===== src/rtl/ram_sync.sv =====
// Single-port synchronous RAM with valid/ready requests and a zero-fill sweeper.
// Define RAM_OUT_REG_EN to add a second read-data register (read latency 2).
module ram_sync #(
  parameter int DATA_WIDTH = 8,
  parameter int ADDR_WIDTH = 4
) (
  input  logic                  CLK,
  input  logic                  RST,
  input  logic                  REQ_VALID,
  output logic                  REQ_READY,
  input  logic                  OPCODE,
  input  logic [ADDR_WIDTH-1:0] ADDRESS,
  input  logic [DATA_WIDTH-1:0] DATA_IN,
  input  logic                  CLEAR,
  output logic                  RESP_VALID,
  output logic [DATA_WIDTH-1:0] DATA_OUT,
  output logic                  BUSY
);

  localparam int DEPTH = 1 << ADDR_WIDTH;
  localparam logic [ADDR_WIDTH-1:0] LAST = '1;

  typedef enum logic {
    SWEEP,
    READY
  } state_t;

  state_t                state_q, state_d;
  logic [ADDR_WIDTH-1:0] cnt_q, cnt_d;

  logic [DATA_WIDTH-1:0] mem_q [DEPTH];

  logic                  we;
  logic [ADDR_WIDTH-1:0] waddr;
  logic [DATA_WIDTH-1:0] wdata;
  logic                  rd_en;

  logic                  rvld_q, rvld_d;
  logic [DATA_WIDTH-1:0] rdat_q, rdat_d;

  always_ff @(posedge CLK or posedge RST) begin
    if (RST) begin
      state_q <= SWEEP;
      cnt_q   <= '0;
    end else begin
      state_q <= state_d;
      cnt_q   <= cnt_d;
    end
  end

  always_comb begin
    state_d   = state_q;
    cnt_d     = cnt_q;
    REQ_READY = 1'b0;
    BUSY      = 1'b0;
    we        = 1'b0;
    waddr     = ADDRESS;
    wdata     = DATA_IN;
    rd_en     = 1'b0;
    unique case (state_q)
      SWEEP: begin
        BUSY  = 1'b1;
        we    = 1'b1;
        waddr = cnt_q;
        wdata = '0;
        cnt_d = cnt_q + 1'b1;
        if (cnt_q == LAST) begin
          state_d = READY;
        end
      end
      READY: begin
        if (CLEAR) begin
          state_d = SWEEP;
          cnt_d   = '0;
        end else begin
          REQ_READY = 1'b1;
          if (REQ_VALID) begin
            we    = OPCODE;
            rd_en = !OPCODE;
          end
        end
      end
      default: begin
        state_d = SWEEP;
        cnt_d   = '0;
      end
    endcase
  end

  // Array has no reset; contents are defined by the first sweep.
  always_ff @(posedge CLK) begin
    if (we) begin
      mem_q[waddr] <= wdata;
    end
  end

  always_comb begin
    rvld_d = rd_en;
    rdat_d = rdat_q;
    if (rd_en) begin
      rdat_d = mem_q[ADDRESS];
    end
  end

  always_ff @(posedge CLK or posedge RST) begin
    if (RST) begin
      rvld_q <= 1'b0;
      rdat_q <= '0;
    end else begin
      rvld_q <= rvld_d;
      rdat_q <= rdat_d;
    end
  end

`ifdef RAM_OUT_REG_EN
  logic                  ovld_q, ovld_d;
  logic [DATA_WIDTH-1:0] odat_q, odat_d;

  always_comb begin
    ovld_d = rvld_q;
    odat_d = odat_q;
    if (rvld_q) begin
      odat_d = rdat_q;
    end
  end

  always_ff @(posedge CLK or posedge RST) begin
    if (RST) begin
      ovld_q <= 1'b0;
      odat_q <= '0;
    end else begin
      ovld_q <= ovld_d;
      odat_q <= odat_d;
    end
  end

  assign RESP_VALID = ovld_q;
  assign DATA_OUT   = odat_q;
`else
  assign RESP_VALID = rvld_q;
  assign DATA_OUT   = rdat_q;
`endif

endmodule


===== config.mk =====
export PLATFORM = sky130hd
export DESIGN_NAME = ram_sync
export DESIGN_NICKNAME = d
export VERILOG_FILES = /design/src/rtl/ram_sync.sv
export SDC_FILE = /design/constraint.sdc
export NUM_CORES = 1
export LEC_CHECK = 0
export ABC_AREA = 0
export CAP_MARGIN = 15
export CORE_UTILIZATION = 59
export CTS_CLUSTER_SIZE = 28
export DETAILED_ROUTE_END_ITERATION = 8
export GPL_TIMING_DRIVEN = 0
export PLACE_DENSITY = 0.8
export SETUP_SLACK_MARGIN = 0.4
export SKIP_LAST_GASP = 1
export SLEW_MARGIN = 10
export SYNTH_ARGS = -nofsm -noshare
export SYNTH_HDL_FRONTEND = slang
export SYNTH_SLANG_ARGS = --single-unit

===== constraint.sdc =====
create_clock -name CLK -period 2.6 [get_ports CLK]
set_input_delay 0.52 -clock CLK [delete_from_list [all_inputs] [get_ports CLK]]
set_output_delay 0.52 -clock CLK [all_outputs]
set_load 0.005 [all_outputs]

Word-level counts from Yosys, hierarchy flattened
Memory sizes are Yosys's and may differ from the RTL's. A register that Yosys moved wholly into a read port is not among the register bits.
Index checks and enable logic that the tools add are counted.

storage, ports and cells
  flip-flop bits (word level) = 6
  bits in writable memories = 128
  input port bits = 17
  output and inout port bits = 11
  word-level logic and storage cells = 26
  memories = 1

memory list
  name   depth  width  read ports  clocked after memory_dff  wr ports  RTL line  source
  mem_q  16     8      1           1                         1         31        logic [DATA_WIDTH-1:0] mem_q [DEPTH];

cells by class
  add/sub/neg operators = 1
  eq/ne operators = 2
  mux-type cells = 17
  bitwise operators = 1
  reductions and logical operators = 1

operators with widths
  kind                                         count
  2-to-1 mux 1 bit                             11
  2-to-1 mux 4 bit                             2
  2-to-1 mux 8 bit                             1
  one-hot mux 4 bit (2 select lines)           1
  adder 4 x 1 -> 4 bit, second input constant  1
  == test 4 bit, second input constant         1
  one-hot mux 1 bit (2 select lines)           2
  != test 2 bit, second input constant         1
  zero test 1 bit                              1
  inverter 1 bit                               1

Longest topological paths before layout
  depth in word-level cells = 5
  gate-level depth with buffers = 6
  mapped depth without buffers = 4

Worst setup path before layout
OpenSTA, ideal clock, no wires.

  kind = input to register
  from = input port ADDRESS[2]
  to = memory mem_q[4][0], enable pin
  library setup time = 0.370 ns
  data arrival time = 1.768 ns
  data required time = 2.230 ns
  path slack = 0.462 ns
  cell stages on the path = 6
  path buffers = 2
  cells stage by stage = buf_2 buf_1 nand2_1 nand2_1 nand2_1 nor2_1

between the ends
  cells in the longest elaborated chain, start to end = 1

RTL lines
  element           RTL line  source
  start, declared   12        input logic [ADDR_WIDTH-1:0] ADDRESS,
  2-to-1 mux 4 bit  60        unique case (state_q)
  end, declared     31

Every way passes these cells.

Worst setup path in the final report
  from = register state_q
  to = memory mem_q[4][7], enable pin

between the ends
  cells in the longest elaborated chain, start to end = 4
  elaborated cells between the ends (all ways) = 5
  those cells by class = 4 x mux; 1 x bitwise

RTL lines
  element                                 RTL line  source
  start, declared                         28        state_t state_q, state_d;
  start signal, assigned                  46        state_q <= state_d;
  inverter 1 bit                          --
  one-hot mux 1 bit (2 select lines)      60
  2-to-1 mux 1 bit                        92        if (we) begin
  2-to-1 mux 1 bit (not written as such)  93        mem_q[waddr] <= wdata;

Parallel ways exist; a longest one is shown, timed or not.

==> flow_summary_export.csv <==
group,metric,value,unit
critical_path,endpoint_kind,"flip-flop",
hold_path,hold_path_class,"input port to asynchronous set/reset pin",
grt,grt_first_pass_wirelength,18330,um
routing,post_drt_wl_per_cell,24.55,um
critical_path,r2r_cells,5,
floorplan,die_w,100.2,um
sta,fmax,0.4675,GHz
sta,setup_tns,0,ns
sta,drv_slew,0,
placed_design,dpl-instance-area,6096,um2
routing,avgViaCountPerCell,6.188,
yosys,yosysSeqAreaShare,73.78,%
clock_network,htree_levels,4,
yosys,netlist_area,5684,um2
routing,num_vias,3094,
clock_network,clk_latency,0.52,ns
floorplan,start_util,61.23,%
floorplan,row_count,35,
yosys,synthCells,305,
sta,finClkSkew,0.009721,ns
critical_path,r2r-start,"state_q$_DFF_PP0_",
sta,fin_crit,2.139,ns
power_and_ir_drop,p_leak,2.422,nW
sta,slew_headroom,37.63,%
clock_network,cts_hold_buf,0,
grt,grt-ovfl-total,0,
finish,finalNonFillerCells,500,
yosys,synth_seq_cells,142,
placed_design,hpwl,7039,um
critical_path,path_cells,"buf_8 > buf_1 > o32ai_1 > nand2_1 > nor2_4",
critical_path,path_max_fanout,10,
routing,drc_errors,0,
yosys,synth_top_area_share,67.62,%
flow_run,maxCapViolations,0,
placed_design,dp_cells,459,
grt,grt_pass1_vias,3292,
clock_network,clock_tree.buffer_depth,2,
yosys,avgSynthCellArea,18.64,um2
clock_network,numClockSinks,142,
clock_network,cts_made_buffers,17,
yosys,synthFlopType,"edfxtp_1",
finish,fin_nets,376,
clock_network,tritoncts,"done",
critical_path,critPathBufInv,2,
critical_path,cp_slowest_stage_delay,0.38,ns
sta,period_share,82.27,%
grt,grt_usage,26.46,%
clock_network,cts.root.buffer_cell,"clkbuf_8",
power_and_ir_drop,peakVddDrop,557.7,uV
critical_path,cp.arrival,2.33,ns
finish,layout_common_cells,"128 x edfxtp_1, 36 x nand2_1, 22 x mux4_2",
sta,hold_slack,0.3637,ns
yosys,ys.warnings.count,0,
sta,timing.final.hold_violations,0,
routing,postRouteAntennaNets,0,
floorplan,fp.dieArea,10030,um2
grt,grt_max_degree,17,
critical_path,reg2reg_slack,0.46,ns
critical_path,r2r_end,"mem_q[4][7]$_DFFE_PP_",
sta,grt_setup_unrepaired,"yes",
critical_path,required,2.79,ns
critical_path,path_class,"flip-flop to flip-flop",
yosys,synthDistinctLibCells,32,
finish,syn_to_final_growth,22.01,%
grt,antenna_found_initial,0,
finish,final_area,6935,um2
floorplan,top_level_ports,28,
status,outcome,"complete, no violations",
clock_network,cts.clk_slew.worst_paths,0.07,ns
finish,fillers,509,
yosys,syn_nets,323,
sta,setup_viol,0,
finish,final_util,74.70,%
placed_design,placement.io_buffers,25,
critical_path,crit_path_start_kind,"flip-flop",
yosys,synth.area.top_cells,"edfxtp_1 68%, mux4_2 8.7%, dfrtp_1 6.2%, mux4_1 4.6%, nand2_1 2.4%",
finish,final_common_cell,"edfxtp_1",
sta,worst_pin_slew,0.9284,ns
routing,firstDrtPassIters,5,
yosys,synth_area_leader_cell,"edfxtp_1",
routing,totalWireLength,12280,um
critical_path,crit_slowest_cell,"dfrtp_1",
floorplan,core,9284,um2
placed_design,place_congestion,0.8384,
yosys,synthArstFlopShare,9.859,%
floorplan,die_height,100.2,um
finish,layout-drive-gt1-share,25.88,%
power_and_ir_drop,power_density,1048,nW/um2
finish,antenna_cells,0,
routing,drt_iter0_drc,246,
yosys,synth_edf_count,128,
critical_path,critPathTopFamily,"simple AND/OR/NAND/NOR gates",
[cell type report]
| cell class | count | area, um2 | area share, % |
|---|---|---|---|
| clock buffers | 17 | 414.1 | 5.971 |
| repair buffers | 34 | 370.4 | 5.340 |
| flip-flops and latches | 142 | 4194 | 60.47 |
| well taps | 129 | 161.4 | 2.327 |
| clock inverters | 15 | 137.6 | 1.984 |
| plain buffers | 14 | 88.84 | 1.281 |
| multi-input cells | 140 | 1535 | 22.14 |
| inverters | 9 | 33.78 | 0.4871 |
[metal layers]
metal | GRT usage [%] | routed length (um)
met3 | 6.894 | 777
met4 | 16.16 | 614
met1 | 33.54 | 4820
met5 | 0 | 0
met2 | 41.52 | 6064
[timing repair]
action                     CTS  global route
gates cloned                 0             0
setup endpoints to repair  131            95
resized for setup           45             4
setup buffers                2             7
pin swaps                    2             3
[kinds of logic after synthesis]
group           after synthesis  share of synthesized area, %
flops                       142                         73.78
simple gates                 75                         5.965
mux                          39                         14.66
compound gates               24                         3.324
buf+inv                      23                         1.893
xor+xnor                      1                        0.1541
fa+ha+maj                     1                        0.2201
[through the flow]
step           setup slack, ns  total power, W
5_1_grt                 0.3838        0.007504
4_1_cts                 0.4014        0.007082
3_3_place_gp           -0.6958        0.004524
6_report                0.4611        0.007271
3_5_place_dp           -0.7430        0.004594
2_1_floorplan           0.4617        0.004070
[worst max path at each step]
stage / from / end / slack, ns / cells after the start
2_1_floorplan: ADDRESS[2] / mem_q[4][0]$_DFFE_PP_ / 0.46 / 6
3_3_place_gp: ADDRESS[0] / mem_q[8][2]$_DFFE_PP_ / -0.70 / 6
3_5_place_dp: ADDRESS[0] / mem_q[10][2]$_DFFE_PP_ / -0.74 / 6
4_1_cts: state_q$_DFF_PP0_ / BUSY / 0.40 / 3
5_1_grt: state_q$_DFF_PP0_ / mem_q[4][1]$_DFFE_PP_ / 0.38 / 5
6_report: state_q$_DFF_PP0_ / mem_q[4][7]$_DFFE_PP_ / 0.46 / 5
[report_power, final]
part / switching [W] / internal, W / leakage [nW]
combinational: 0.00102 / 0.000671 / 0.788
clock: 0.000986 / 0.00128 / 0.257
sequential: 0.000184 / 0.00313 / 1.38
total: 0.00219 / 0.00508 / 2.42
[state kept, by name, summed over array words and instances (netlist names)]
signal	count
state_q	1
DATA_OUT	8
mem_q	128
RESP_VALID	1
cnt_q	4
[cell usage after synthesis (4+ instances only)]
library cell and n:
edfxtp_1 128, nand2_1 36, mux4_2 22, nor2_1 18, dfrtp_1 14, mux4_1 10, and2_1 9, inv_1 9
a221o_1 6, clkbuf_1 6, a31oi_1 5, mux2_2 4
No activity file was read; power rests on OpenSTA's default activity.
